[src/rtl/kinematics_fwd_engine.sv]
// Forward kinematics for a four-wheel mecanum base: wheel rates -> body vx, vy, wz.
// Start/done handshake, one shared signed multiplier, round-half-up, saturation with per-output flags.
module kinematics_fwd_engine #(
    parameter int                        N_WIDTH = 32,
    parameter int                        Q_WIDTH = 15,
    parameter logic signed [N_WIDTH-1:0] K_VXY   = N_WIDTH'(298),
    parameter logic signed [N_WIDTH-1:0] K_WZ    = N_WIDTH'(747)
) (
    input  logic               KINEMATICS_FWD_CLOCK_50,
    input  logic               KINEMATICS_FWD_Reset_InHigh,
    input  logic               KINEMATICS_FWD_start_InHigh,
    input  logic [N_WIDTH-1:0] KINEMATICS_FWD_W1_InBus,
    input  logic [N_WIDTH-1:0] KINEMATICS_FWD_W2_InBus,
    input  logic [N_WIDTH-1:0] KINEMATICS_FWD_W3_InBus,
    input  logic [N_WIDTH-1:0] KINEMATICS_FWD_W4_InBus,
    output logic [N_WIDTH-1:0] KINEMATICS_FWD_VX_OutBus,
    output logic [N_WIDTH-1:0] KINEMATICS_FWD_VY_OutBus,
    output logic [N_WIDTH-1:0] KINEMATICS_FWD_WZ_OutBus,
    output logic [2:0]         KINEMATICS_FWD_ovf_OutBus,
    output logic               KINEMATICS_FWD_busy_OutHigh,
    output logic               KINEMATICS_FWD_done_OutHigh
);

    localparam int SW = N_WIDTH + 2;
    localparam int PW = 2 * N_WIDTH + 3;

    localparam logic signed [PW-1:0] ROUND_C = PW'(1) <<< (Q_WIDTH - 1);
    localparam logic signed [PW-1:0] SAT_MAX = (PW'(1) <<< (N_WIDTH - 1)) - PW'(1);
    localparam logic signed [PW-1:0] SAT_MIN = -(PW'(1) <<< (N_WIDTH - 1));

    typedef enum logic [2:0] {
        IDLE,
        SUM,
        MUL_VX,
        MUL_VY,
        MUL_WZ,
        DONE
    } state_t;

    state_t state;

    logic signed [N_WIDTH-1:0] w1_q, w2_q, w3_q, w4_q;
    logic signed [SW-1:0]      sum_vx, sum_vy, sum_wz;
    logic [N_WIDTH-1:0]        sh_vx, sh_vy, sh_wz;
    logic [2:0]                sh_ovf;

    logic signed [SW-1:0]      mul_a;
    logic signed [N_WIDTH-1:0] mul_b;
    logic signed [PW-1:0]      product, rounded, shifted;
    logic [N_WIDTH-1:0]        sat_val;
    logic                      sat_ovf;
    logic                      accept;

    assign accept = KINEMATICS_FWD_start_InHigh && (state == IDLE || state == DONE);

    // Single multiplier; operand selection follows the MUL_* state.
    always_comb begin
        mul_a = sum_vx;
        mul_b = K_VXY;
        case (state)
            MUL_VY: mul_a = sum_vy;
            MUL_WZ: begin
                mul_a = sum_wz;
                mul_b = K_WZ;
            end
            default: ;
        endcase
        product = PW'(mul_a) * PW'(mul_b);
        rounded = product + ROUND_C;
        shifted = rounded >>> Q_WIDTH;
        sat_val = shifted[N_WIDTH-1:0];
        sat_ovf = 1'b0;
        if (shifted > SAT_MAX) begin
            sat_val = {1'b0, {(N_WIDTH-1){1'b1}}};
            sat_ovf = 1'b1;
        end else if (shifted < SAT_MIN) begin
            sat_val = {1'b1, {(N_WIDTH-1){1'b0}}};
            sat_ovf = 1'b1;
        end
    end

    always_ff @(posedge KINEMATICS_FWD_CLOCK_50 or posedge KINEMATICS_FWD_Reset_InHigh) begin
        if (KINEMATICS_FWD_Reset_InHigh) begin
            state                       <= IDLE;
            w1_q                        <= '0;
            w2_q                        <= '0;
            w3_q                        <= '0;
            w4_q                        <= '0;
            sum_vx                      <= '0;
            sum_vy                      <= '0;
            sum_wz                      <= '0;
            sh_vx                       <= '0;
            sh_vy                       <= '0;
            sh_wz                       <= '0;
            sh_ovf                      <= '0;
            KINEMATICS_FWD_VX_OutBus    <= '0;
            KINEMATICS_FWD_VY_OutBus    <= '0;
            KINEMATICS_FWD_WZ_OutBus    <= '0;
            KINEMATICS_FWD_ovf_OutBus   <= '0;
            KINEMATICS_FWD_busy_OutHigh <= 1'b0;
            KINEMATICS_FWD_done_OutHigh <= 1'b0;
        end else begin
            KINEMATICS_FWD_done_OutHigh <= 1'b0;
            // busy lags the state by one edge so it spans SUM-entry+1 through the done cycle.
            KINEMATICS_FWD_busy_OutHigh <= (state != IDLE);

            if (accept) begin
                w1_q <= $signed(KINEMATICS_FWD_W1_InBus);
                w2_q <= $signed(KINEMATICS_FWD_W2_InBus);
                w3_q <= $signed(KINEMATICS_FWD_W3_InBus);
                w4_q <= $signed(KINEMATICS_FWD_W4_InBus);
            end

            case (state)
                IDLE: begin
                    if (accept) state <= SUM;
                end
                SUM: begin
                    sum_vx <= SW'(w1_q) + SW'(w2_q) + SW'(w3_q) + SW'(w4_q);
                    sum_vy <= SW'(w2_q) + SW'(w3_q) - SW'(w1_q) - SW'(w4_q);
                    sum_wz <= SW'(w2_q) + SW'(w4_q) - SW'(w1_q) - SW'(w3_q);
                    state  <= MUL_VX;
                end
                MUL_VX: begin
                    sh_vx     <= sat_val;
                    sh_ovf[0] <= sat_ovf;
                    state     <= MUL_VY;
                end
                MUL_VY: begin
                    sh_vy     <= sat_val;
                    sh_ovf[1] <= sat_ovf;
                    state     <= MUL_WZ;
                end
                MUL_WZ: begin
                    sh_wz     <= sat_val;
                    sh_ovf[2] <= sat_ovf;
                    state     <= DONE;
                end
                DONE: begin
                    KINEMATICS_FWD_VX_OutBus    <= sh_vx;
                    KINEMATICS_FWD_VY_OutBus    <= sh_vy;
                    KINEMATICS_FWD_WZ_OutBus    <= sh_wz;
                    KINEMATICS_FWD_ovf_OutBus   <= sh_ovf;
                    KINEMATICS_FWD_done_OutHigh <= 1'b1;
                    state                       <= accept ? SUM : IDLE;
                end
                default: state <= IDLE;
            endcase
        end
    end

endmodule
[config.mk]
export PLATFORM = sky130hd
export DESIGN_NAME = kinematics_fwd_engine
export DESIGN_NICKNAME = d
export VERILOG_FILES = /design/src/rtl/kinematics_fwd_engine.sv
export SDC_FILE = /design/constraint.sdc
export NUM_CORES = 2
export LEC_CHECK = 0
export ABC_AREA = 1
export BUFFER_PORTS_ARGS = -buffer_cell sky130_fd_sc_hd__clkbuf_2
export CORE_MARGIN = 2
export CORE_UTILIZATION = 50
export DETAILED_ROUTE_END_ITERATION = 6
export PLACE_DENSITY = 0.65
export REMOVE_ABC_BUFFERS = 1
export SLEW_MARGIN = 10
export SYNTH_ARGS = -nofsm -noshare
export SYNTH_HDL_FRONTEND = slang
export SYNTH_SLANG_ARGS = --single-unit
[constraint.sdc]
create_clock -name KINEMATICS_FWD_CLOCK_50 -period 24.3 [get_ports KINEMATICS_FWD_CLOCK_50]
set_clock_uncertainty 0.05 [all_clocks]
set_input_delay 7.29 -clock KINEMATICS_FWD_CLOCK_50 [delete_from_list [all_inputs] [get_ports KINEMATICS_FWD_CLOCK_50]]
set_output_delay 7.29 -clock KINEMATICS_FWD_CLOCK_50 [all_outputs]
set_load 0.02 [all_outputs]
; Yosys cells after proc, flatten, opt, wreduce, memory -nomap -nowiden
; Cells that the tools add are included.
[word_totals]
output_inout_bits = 101
register_bits = 433
inputBits = 131
elab_cells = 53
[classes]
n_reduce_logical = 4
mul = 1
eq_ne = 6
addsub = 10
muxes = 10
n_lt_le_gt_ge = 2
[ops]
columns = cell, count
row1 = 32-bit by 32-bit adder with 33-bit output, 3
row2 = 34-bit one-hot mux with 2 select lines, 1
row3 = 33-bit by 32-bit subtractor with 34-bit output, 2
row4 = 34-bit by 32-bit subtractor with 34-bit output, 2
row5 = 32-bit two-way mux, 2
row6 = "45-bit by 16-bit adder with 46-bit output, second input constant", 1
row7 = 34-bit by 11-bit multiplier with 45-bit output, 1
row8 = 33-bit by 32-bit adder with 34-bit output, 1
row9 = 34-bit by 32-bit adder with 34-bit output, 1
row10 = "31-bit by 32-bit greater-than comparator with 1-bit output, second input constant", 1
row11 = "31-bit by 32-bit less-than comparator with 1-bit output, second input constant", 1
row12 = 3-bit one-hot mux with 6 select lines, 1
row13 = 10-bit two-way mux, 1
row14 = "3-bit by 2-bit == test with 1-bit output, second input constant", 2
row15 = "3-bit == test, second input constant", 2
row16 = 1-bit two-way mux, 4
row17 = "3-bit by 1-bit == test with 1-bit output, second input constant", 1
row18 = 3-bit zero test, 1
row19 = 3-bit two-way mux, 1
row20 = 3-bit nonzero test, 1
row21 = "2-bit inequality test, second input constant", 1
row22 = 1-bit logical AND, 1
row23 = 1-bit logical OR, 1

; Logic depth before layout (Yosys ltp)
[depth]
word_depth = 7
depth_mapped = 33
ltp_nobuf = 31

; Worst setup path before layout
; Ideal clock, no wire load.
[synth_path]
path_type = input-to-reg
startpoint = input KINEMATICS_FWD_start_InHigh
endpoint = register w1_q[1]
n_path_buf = 1
stages = 3
path_slack_ns = 16.006
t_arrival_ns = 8.119
required_ns = 24.125
setup_time_ns = 0.125
path_cell_list = nand2_1 > buf_1 > mux2_2
[synth_via]
elab_chain_len = 1
[synth_rtl]
columns = item, line
row1 = "start, declared", 11  ; input logic KINEMATICS_FWD_start_InHigh,
row2 = 1-bit logical AND, 54  ; assign accept = KINEMATICS_FWD_start_InHigh && (state == IDLE || state == DONE);
row3 = "end signal, assigned", 108  ; w1_q <= $signed(KINEMATICS_FWD_W1_InBus);
row4 = "end, declared", 42  ; logic signed [N_WIDTH-1:0] w1_q, w2_q, w3_q, w4_q;
; Every way passes these cells.
; A chain may end at the register's enable or synchronous reset.

==> results.json <==
{
  "final.setup.tns_ps": 0,
  "portBuffers": 228,
  "synth_cell_types": 48,
  "wl_per_cell_um": 16.9,
  "ys.warnings.count": 0,
  "cts_resized": 0,
  "htree_levels": 2,
  "max-cap-violations": 0,
  "antenna_found_initial": 0,
  "via_count": 27113,
  "placed_cell_area_um2": 37100,
  "die-area_um2": 72200,
  "die_w_um": 269,
  "cts.clk_slew.worst_paths_ps": 60,
  "grt_overflow_total": 0,
  "nets": 5079,
  "cts_tree": "done",
  "final_util_pct": 55.5,
  "cp_data_arrival_time_ps": 10250,
  "clockBufferDepth": 3,
  "drc": 0,
  "fmax_mhz": 103,
  "synthFlopType": "dfrtp_1",
  "finalWirelength_um": 89400,
  "critPathCaptureType": "asynchronous set/reset pin",
  "crit_fanout": 104,
  "drt_pass1_iterations": 6,
  "startpoint_type": "input pin",
  "ys_top_cells_by_area": "dfrtp_1 30%, fa_1 21%, nand2_1 10%",
  "synth_common_cells": "945 x nand2_1, 701 x inv_1, 427 x dfrtp_1, 366 x fa_1, 281 x a21oi_1",
  "grt_pass1_wl_um": 145000,
  "rows": 97,
  "netlist_instances": 4153,
  "synth_top_area_cell": "dfrtp_1",
  "synth-edff-count": 0,
  "ios": 232,
  "place_hpwl_um": 72100,
  "seq_area_frac_synth_pct": 30.5,
  "setup_violations": 0,
  "crit_type": "in2async",
  "worstSkewPairLatency_ps": 590,
  "diodes": 0,
  "start_util_pct": 50.3,
  "clock-sinks": 427,
  "root_buffer": "clkbuf_16",
  "viasPerCell": 5.11,
  "track_usage_pct": 25.4,
  "first_iter_violations": 1898,
  "fin_area_um2": 38700,
  "cts_hold_buf": 0,
  "holdCritPathClass": "reg2reg",
  "period_minus_slack_ps": 9670,
  "numCtsBuffers": 48,
  "syn_avg_cell_area_um2": 8.44,
  "grt_setup_unrepaired": "no",
  "timing_hold_violations_final": 0,
  "grt_pass1_vias": 27625,
  "synth.cell_area_um2": 35000,
  "worst_slew_pin_slew_ps": 1080,
  "drt.antenna.violating_nets": 0,
  "yosysMostFrequentCell": "nand2_1",
  "dieHeight_um": 269,
  "preCtsSetupSlack_ps": 13760,
  "core_area_um2": 69700,
  "worst-endpoint-required_ps": 24880,
  "async_flop_share_pct": 100,
  "slew_violations": 0,
  "place_congestion": 0.950,
  "area_delta_synth_final_pct": 10.4,
  "synth_top_area_share_pct": 30.5,
  "postCtsSetupRepairBufs": 0,
  "min_period_over_period_pct": 39.8,
  "layout_setup_ws_ps": 14630,
  "drive_above_1_share_pct": 9.26,
  "grt_max_degree": 120,
  "relSlewSlack_pct": 27.8,
  "run_status": "finished clean",
  "ys_ff_latch": 427
}
[sequential cells by signal, summed over array words and instances, names as in the netlist, 3 cells and up]
name / flops
sum_vx: 34
sum_vy: 34
sum_wz: 34
KINEMATICS_FWD_VX_OutBus: 32
KINEMATICS_FWD_VY_OutBus: 32
KINEMATICS_FWD_WZ_OutBus: 32
sh_vx: 32
sh_vy: 32
sh_wz: 32
w1_q: 32
w2_q: 32
w3_q: 32
w4_q: 32
state: 3
[placed cells by master, fill, tap and decap left out, drive strengths merged]
cell	instances
nand2	947
inv	705
dfrtp	427
fa	366
clkbuf	298
o21ai	293
nor2	282
a21oi	281
ha	257
nand3	165
xor2	38
mux2	34
nor3	34
xnor2	30
or2	28
a21o	23
nand4	22
a31oi	21
buf	20
o21bai	19
nor4	11
nand3b	10
clkinv	9
a221oi	7
o211ai	5
bufinv	5
a21boi	5
o31ai	3
o21a	3
conb	3
clkinvlp	3
a31o	2
o2111ai	2
o211a	1
and3	1
a211oi	1
o32ai	1
[kinds of logic after synthesis]
kind of cell | synth area share (%)
buffers and inverters | 8.98
other | 0.0107
XOR/XNOR | 1.72
multiplexers | 1.09
flip-flops | 30.5
AO/OA/AOI/OAI | 10.2
adder cells (fa/ha/maj) | 30.1
AND/OR/NAND/NOR | 17.4
[stage by stage]
stage,hold WS (ps),std cells
2_1_floorplan,387,4027
3_3_place_gp,403,5215
3_5_place_dp,408,5215
4_1_cts,423,5302
5_1_grt,433,5302
6_report,417,5302
[final timing paths]
kind | cells after the start | start | slack [ps] | endpoint
max in group KINEMATICS_FWD_CLOCK_50 | 5 | KINEMATICS_FWD_start_InHigh | 14860 | w2_q[31]
worst min register to register | 2 | KINEMATICS_FWD_VY_OutBus[5] | 420 | KINEMATICS_FWD_VY_OutBus[5]
worst max register to register | 26 | state[0] | 16630 | sh_wz[26]
worst max-delay path | 5 | KINEMATICS_FWD_Reset_InHigh | 14630 | KINEMATICS_FWD_VX_OutBus[29]
min in group asynchronous | 2 | KINEMATICS_FWD_Reset_InHigh | 6750 | sh_wz[0]
worst min-delay path | 2 | KINEMATICS_FWD_VY_OutBus[5] | 420 | KINEMATICS_FWD_VY_OutBus[5]
[layer usage]
layer  up-vias  GRT usage, %  wire length (µm)
li1      13386             -                 -
met1     13030          35.0             41300
met2       549          43.1             42300
met3       148          2.28              3140
met4         0          7.04              2720
met5         -             0                 0
[layout make-up]
| cell class | count | area, µm² |
|---|---|---|
| Tap cell | 940 | 1180 |
| Inverter | 705 | 2660 |
| Fill cell | 6639 | 31000 |
| Clock inverter | 17 | 225 |
| Multi-Input combinational cell | 2895 | 21200 |
| Sequential cell | 427 | 10700 |
| Timing Repair Buffer | 248 | 1290 |
| Clock buffer | 70 | 1400 |
[critical path, stage by stage]
cell and delay, ps:
clkbuf_2 120, inv_8 470, buf_4 750, buf_4 810
buf_4 710
Power is left out: the tool's default activity adds up to more than one toggle a clock period on the data nets, which glitch-free logic cannot reach.
